### src/rtl/ff_bank_mode.sv
// ff_bank_mode: parametrised multi-mode flip-flop bank (SR / JK / D / T).
//
// WIDTH bits share one clock, enable and runtime mode. The SR forbidden input
// (s=r=1) resolves per ILLEGAL_POLICY instead of going to X. It is reported as:
//   - a one-cycle pulse,
//   - a sticky flag,
//   - a saturating event counter.
//
// Ports:
//   clock      rising-edge clock
//   reset      synchronous active-high reset (loads INIT_VAL, clears flags)
//   en         update enable; 0 holds y and suppresses illegal detection
//   mode       00 SR, 01 JK, 10 D, 11 T
//   a          per-bit S / J / D / T
//   b          per-bit R / K (ignored in D and T)
//   clr_err    synchronous clear of err_sticky / err_count
//   y, yn      registered state and its complement
//   illegal    pulse: SR illegal condition seen on the previous edge
//   err_sticky set by any illegal event, held until clr_err / reset
//   err_count  illegal events (edges, not bits), saturating
//   rise, fall per-bit 0->1 / 1->0 pulses (only with FF_BANK_EDGE_DET_EN)
//
// Optional feature macro: FF_BANK_EDGE_DET_EN adds the rise/fall outputs.

// Per-bit next-state logic; purely combinational.
module ff_bank_mode_bit #(
    parameter int ILLEGAL_POLICY = 0
) (
    input  logic       q,
    input  logic       a,
    input  logic       b,
    input  logic [1:0] mode,
    output logic       d
);
    always_comb begin
        d = q;
        case (mode)
            2'b00: begin
                case ({a, b})
                    2'b01:   d = 1'b0;
                    2'b10:   d = 1'b1;
                    2'b11: begin
                        // Out-of-range policy values fall back to hold.
                        if (ILLEGAL_POLICY == 1)      d = 1'b0;
                        else if (ILLEGAL_POLICY == 2) d = 1'b1;
                        else                          d = q;
                    end
                    default: d = q;
                endcase
            end
            2'b01: begin
                case ({a, b})
                    2'b01:   d = 1'b0;
                    2'b10:   d = 1'b1;
                    2'b11:   d = ~q;
                    default: d = q;
                endcase
            end
            2'b10:   d = a;
            default: d = q ^ a;
        endcase
    end
endmodule

module ff_bank_mode #(
    parameter int               WIDTH          = 8,
    parameter int               ERRCNT_W       = 4,
    parameter int               ILLEGAL_POLICY = 0,
    parameter logic [WIDTH-1:0] INIT_VAL       = '0
) (
    input  logic                clock,
    input  logic                reset,
    input  logic                en,
    input  logic [1:0]          mode,
    input  logic [WIDTH-1:0]    a,
    input  logic [WIDTH-1:0]    b,
    input  logic                clr_err,
    output logic [WIDTH-1:0]    y,
    output logic [WIDTH-1:0]    yn,
`ifdef FF_BANK_EDGE_DET_EN
    output logic [WIDTH-1:0]    rise,
    output logic [WIDTH-1:0]    fall,
`endif
    output logic                illegal,
    output logic                err_sticky,
    output logic [ERRCNT_W-1:0] err_count
);
    logic [WIDTH-1:0] y_nxt;
    logic             illegal_evt;

    for (genvar i = 0; i < WIDTH; i++) begin : g_bit
        ff_bank_mode_bit #(.ILLEGAL_POLICY(ILLEGAL_POLICY)) u_bit (
            .q    (y[i]),
            .a    (a[i]),
            .b    (b[i]),
            .mode (mode),
            .d    (y_nxt[i])
        );
    end

    // Any number of colliding bits on one edge is a single event.
    assign illegal_evt = en && (mode == 2'b00) && (|(a & b));
    assign yn          = ~y;

    always_ff @(posedge clock) begin
        if (reset) begin
            y          <= INIT_VAL;
            illegal    <= 1'b0;
            err_sticky <= 1'b0;
            err_count  <= '0;
        end else begin
            if (en) y <= y_nxt;
            illegal <= illegal_evt;
            // A clear coinciding with a new event keeps that event.
            if (clr_err) begin
                err_sticky <= illegal_evt;
                err_count  <= illegal_evt ? ERRCNT_W'(1) : '0;
            end else if (illegal_evt) begin
                err_sticky <= 1'b1;
                if (err_count != '1) err_count <= err_count + ERRCNT_W'(1);
            end
        end
    end

`ifdef FF_BANK_EDGE_DET_EN
    // Pulses are cleared on reset, so a reset-driven change of y never pulses.
    always_ff @(posedge clock) begin
        if (reset) begin
            rise <= '0;
            fall <= '0;
        end else begin
            rise <= en ? (y_nxt & ~y) : '0;
            fall <= en ? (~y_nxt & y) : '0;
        end
    end
`endif
endmodule

### config.mk
export PLATFORM = sky130hd
export DESIGN_NAME = ff_bank_mode
export DESIGN_NICKNAME = d
export VERILOG_FILES = /design/src/rtl/ff_bank_mode.sv
export SDC_FILE = /design/constraint.sdc
export NUM_CORES = 1
export LEC_CHECK = 0
export ABC_CLOCK_PERIOD_IN_PS = 1900
export CORE_MARGIN = 2
export CORE_UTILIZATION = 41
export CTS_BUF_LIST = sky130_fd_sc_hd__clkbuf_16
export CTS_CLUSTER_DIAMETER = 60
export DETAILED_ROUTE_END_ITERATION = 8
export PLACE_DENSITY = 0.77
export SYNTH_ARGS = -nofsm -noshare
export SYNTH_HDL_FRONTEND = slang
export SYNTH_SLANG_ARGS = --single-unit
### constraint.sdc
create_clock -name clock -period 1.9 [get_ports clock]
set_input_delay 0.38 -clock clock [delete_from_list [all_inputs] [get_ports clock]]
set_output_delay 0.38 -clock clock [all_outputs]
set_load 0.01 [all_outputs]
* After elaboration in Yosys (flattened, before gate mapping)
Index checks and enable logic that the tools add are counted.
** Word-level totals
- Register bits :: 14
- Input port bits :: 22
- Output and inout port bits :: 22
- Logic and storage cells :: 118
** Operators by class
- Add/sub/neg operators :: 1
- Equality and inequality tests :: 43
- Multiplexer cells :: 30
- Bitwise gates (word level) :: 18
- Reduce and logical (&&, ||, !) cells :: 15
** Operators by type and width (count)
- $pmux W1 S3 :: 16
- $eq A2 B2 Y1 const B :: 17
- $ne A4 B1 Y1 const B :: 8
- $ne A3 B1 Y1 const B :: 8
- $reduce_and A3 Y1 :: 8
- $eq A2 B1 Y1 const B :: 9
- $pmux W1 S2 :: 8
- $mux W4 :: 3
- $and A8 B8 Y8 :: 1
- $not A1 Y1 :: 8
- $not A8 Y8 :: 1
- $reduce_or A8 Y1 :: 1
- $xor A1 B1 Y1 :: 8
- $add A4 B1 Y4 const B :: 1
- $ne A4 B4 Y1 const B :: 1
- $reduce_bool A2 Y1 :: 2
- $mux W1 :: 3
- $logic_and A1 B1 Y1 :: 2
- $logic_not A2 Y1 :: 1
- $reduce_and A2 Y1 :: 1

* Logic depth before layout (Yosys ltp)
- Depth after elaboration :: 5
- Mapped depth :: 6
- Mapped depth without buffers :: 5

* Cells and area by module
Synthesis repeated with hierarchy kept, for this count alone.
** Unflattened totals
- Cells, all modules :: 128
- Area, all modules :: 1223.7 um^2
** By module, submodules not included
- ff_bank_mode :: instances 1, cells an instance 72, area an instance 653.1 um^2, seq. area each 280.3 um^2
- ff_bank_mode_bit :: instances 8, cells an instance 7, area an instance 71.3 um^2, seq. area each 0.0 um^2

* Worst setup path after synthesis
OpenSTA, ideal clock, no wires.
- Path type :: input to register
- From :: input mode[0]
- To :: register err_count[3]
- Library setup time :: 0.115 ns
- Data arrival time :: 1.448 ns
- Data required time :: 1.785 ns
- Slack :: 0.338 ns
- Stages on the path :: 5
- Path buffers :: 1
- Cell sequence :: clkbuf_1 nor3b_2 o41ai_4 o31a_2 o21a_1
** Between the ends
- Cells in the longest elaborated chain, start to end :: 5
** Ends and longest elaborated chain
- start: declaration :: RTL line 74 : input logic [1:0] mode,
- $logic_not A2 Y1 :: RTL line 102 : assign illegal_evt = en && (mode == 2'b00) && (|(a & b));
- $logic_and A1 B1 Y1 (2 in series) :: RTL line 102
- $reduce_bool A2 Y1 (no source line)
- $reduce_and A2 Y1 (no source line)
- end signal: assignment :: RTL line 117 : err_count <= illegal_evt ? ERRCNT_W'(1) : '0;
- end signal: assignment :: RTL line 120 : if (err_count != '1) err_count <= err_count + ERRCNT_W'(1);
- end: declaration :: RTL line 86 : output logic [ERRCNT_W-1:0] err_count
Every way passes these cells.
A chain may end at the register's enable or synchronous reset.

* Worst setup path in the final report
- From :: input b[4]
- To :: register err_count[3]
** Between the ends
- Cells in the longest elaborated chain, start to end :: 5
** Ends and longest elaborated chain
- start: declaration :: RTL line 76 : input logic [WIDTH-1:0] b,
- $and A8 B8 Y8 :: RTL line 102
- $reduce_or A8 Y1 :: RTL line 102
- $logic_and A1 B1 Y1 :: RTL line 102
- $reduce_bool A2 Y1 (no source line)
- $reduce_and A2 Y1 (no source line)
Every way passes these cells.

==> Flow_metrics.wiki <==
{| class="wikitable"
! Metric !! Value
|-
| Max rail drop VDD || 0.000643 V
|-
| TritonCTS sink count || 14
|-
| Worst Path Arrival || 1900 ps
|-
| Sink of the worst hold path || err_sticky
|-
| Length of the first detailed-routing pass in iterations || 4
|-
| Number of H-tree branching levels || 1
|-
| Required arrival time at the worst endpoint || 2040 ps
|-
| Share of the core filled with cells || 70.5%
|-
| Global-route wire length before repair || 5000 um
|-
| Crit Path Class || in2reg
|-
| Post-layout power || 0.00102 W
|-
| Netlist area before placement || 977 um2
|-
| Buffers on Ports || 43
|-
| Register-to-Register Path Depth || 4
|-
| Outcome || finished clean
|-
| Number of buffers added by the clock tree synthesis step || 3
|-
| Leakage power total || 0.591 nW
|-
| Remaining antenna violation count after routing || 0
|-
| Startpoint of the most critical register-to-register path || err_count[0]
|-
| Vias || 1,191
|-
| Post-CTS setup repair buffer count || 0
|-
| Gr usage total || 23.8%
|-
| Pwr/cell area || 648 mW/mm2
|-
| Area of the placeable core || 0.00223 mm2
|-
| Most instantiated cells after synthesis || sky130_fd_sc_hd__nand2_1, sky130_fd_sc_hd__dfxtp_1, sky130_fd_sc_hd__o21ai_0, sky130_fd_sc_hd__inv_1, sky130_fd_sc_hd__nor2_1
|-
| Layout fillers || 187
|-
| Die height || 52.8 um
|-
| Per-cell routed wire length || 14.2 um
|-
| Final critical-path required period || 1770 ps
|-
| Number of cells on the worst hold path || 2
|-
| Clock tree from TritonCTS || yes
|-
| Top-count cell post-synth || sky130_fd_sc_hd__nand2_1
|-
| Reg power frac || 32.8%
|-
| Critical path fanouts, max || 7
|-
| Comb pwr share || 27.7%
|-
| RSZ-0062 raised after global routing || false
|-
| Number of rows created at floorplan || 17
|-
| Endpoint of the lowest-slack register-to-register path || err_count[3]
|-
| Number of enable flip-flop cells after synthesis || 0
|-
| Tightest slew margin relative to the limit || 79.9%
|-
| Mean post-synth cell area || 7.24 um2
|-
| I/O pin count || 44
|-
| Clock transition at the registers of the reported paths || 50 ps
|-
| Synth Register Bits || 14
|-
| Net count, final || 210
|-
| Final Hold Violating Endpoints || 0
|-
| Detail Placement HPWL || 2240 um
|-
| Number of antenna diodes || 0
|-
| Top-area cell type share of the netlist area || 28.7%
|-
| Share of power burned in the clock network || 39.5%
|-
| CTS Buffer Depth || 2
|-
| Min-delay src || err_sticky
|-
| Via count normalized by instance count || 5.57
|-
| Register-to-register path setup slack || 450 ps
|-
| Drt drc || 0
|-
| Leading post-synthesis cells by cell area || sky130_fd_sc_hd__dfxtp_1, sky130_fd_sc_hd__nand2_1, sky130_fd_sc_hd__o21ai_0
|-
| Count of endpoints failing setup in the final report || 0
|-
| Tightest Hold Check Type || reg2reg
|-
| Initial cell density of the core || 43.8%
|-
| Reported net switching power || 0.000270 W
|-
| Type of origin of the critical path || input pin
|-
| Max-slew violations || 0
|-
| Seq/Total Area, Yosys || 28.7%
|-
| Max-cap viol count || 0
|-
| Maximum number of pins on one net before global-route repair || 18
|-
| Main flop type after synthesis || sky130_fd_sc_hd__dfxtp_1
|-
| CTS Hold Buffers Added || 0
|-
| Remaining global-route overflow || 0
|-
| Post-synthesis to final-layout area growth || 61.2%
|-
| # resized after CTS || 0
|-
| Switching part of the total power || 26.4%
|-
| Worst-case clock skew || 0.628 ps
|-
| GP Congestion || 0.777
|-
| Clock root buffer || sky130_fd_sc_hd__clkbuf_16
|-
| Number of warnings reported in the yosys synthesis log || 0
|-
| Post-Synthesis Net Count || 158
|-
| Floorplan die area || 0.00279 mm2
|-
| Fraction of final layout cells sized beyond drive strength 1 || 13.4%
|-
| Vias in the first global route || 1,152
|-
| Maximum clock rate || 567 MHz
|-
| Synth async-reset ratio || 0%
|-
| Slew @ Worst Pin || 300 ps
|-
| Synthesized instance count || 135
|-
| Chip Width || 52.8 um
|-
| Number of distinct library cells after synthesis || 31
|-
| Clock latency on the worst-skew pair || 240 ps
|-
| Type of element capturing the critical path || flip-flop
|-
| Cell-internal power || 0.000751 W
|-
| Area leader, netlist || sky130_fd_sc_hd__dfxtp_1
|-
| WL final || 3040 um
|-
| Number of antenna violations at the first check in global routing || 0
|-
| Period utilisation layout || 92.9%
|-
| 1st-iter DRT viols || 27
|}
-- sequential cells by signal, summed over array words and instances (netlist names) --
name        cells
err_count       4
err_sticky      1
illegal         1
y               8
-- how the worst max path moves through the flow --
stage	slack, ps	end	cells after the start	startpoint
3_3_place_gp	-90	err_count[3]	6	b[0]
5_1_grt	60	err_count[3]	6	b[0]
3_5_place_dp	-120	err_count[3]	6	b[4]
6_report	130	err_count[3]	6	b[4]
2_1_floorplan	340	err_count[3]	5	mode[0]
4_1_cts	130	err_count[3]	6	b[4]
-- through the flow --
step	TNS [ps]	worst slack [ps]	instances	instance area (um2)	hold slack [ps]
floorplan	0	338	135	977	459
global placement	-239	-88.3	210	1500	461
detailed placement	-428	-121	210	1500	471
CTS	0	132	214	1580	480
global route	0	64.6	214	1580	513
finish	0	135	214	1580	479
-- critical path, cell delays in order --
cell	delay, ps
sky130_fd_sc_hd__clkdlybuf4s50_1	450
sky130_fd_sc_hd__a22o_1	270
sky130_fd_sc_hd__o41ai_4	380
sky130_fd_sc_hd__buf_4	210
sky130_fd_sc_hd__nor3_1	50
sky130_fd_sc_hd__o21a_1	160
-- cell type report --
cell class	instances	area (um2)	share of cell area, %
Timing Repair Buffer	62	573	36.4
Multi-Input combinational cell	95	567	36.0
Sequential cell	14	280	17.8
Clock buffer	3	75.1	4.77
Inverter	11	41.3	2.62
Tap cell	28	35.0	2.22
Clock inverter	1	3.75	0.238
-- kinds of logic (layout without fill, tap and decap cells) --
group | count (synthesis) | after routing | synth area share [%]
AOI/OAI and AO/OA | 56 | 56 | 39.6
adders and majority gates | 1 | 1 | 1.28
buffers and inverters | 26 | 77 | 13.3
DFF | 14 | 14 | 28.7
and+or+nand+nor | 38 | 38 | 17.2
-- cells in the final DEF (no fill, tap or decap), drive strengths merged, types with 2 or more instances in the layout --
cell           count
clkdlybuf4s50     43
buf               19
a22oi              6
o22ai              6
a211oi             6
a31oi              2
dfxtp             14
o21ai             13
a21oi             10
nor3               3
inv               11
nor2              11
clkbuf             3
o221ai             2
a22o               4
nand2             18
-- layer usage --
| metal | up-vias | part of all wire (%) | global-route usage, % |
|---|---|---|---|
| li1 | 586 | - | - |
| met1 | 562 | 43 | 26.7 |
| met2 | 38 | 51 | 45.0 |
| met3 | 5 | 5.3 | 4.57 |
| met4 | 0 | 0.59 | 6.41 |
| met5 | - | 0 | 0 |
-- power groups by stage --
| stage | Sequential [W] | Combinational (W) | Clock [W] |
|---|---|---|---|
| after global routing | 0.000338 | 0.000306 | 0.000425 |
| after detailed placement | 0.000341 | 0.000280 | 0 |
| final | 0.000335 | 0.000283 | 0.000403 |
| after CTS | 0.000335 | 0.000283 | 0.000409 |
| after global placement | 0.000338 | 0.000273 | 0 |
| after floorplan | 0.000337 | 0.000137 | 0 |
No activity file was read; power rests on OpenSTA's default activity.
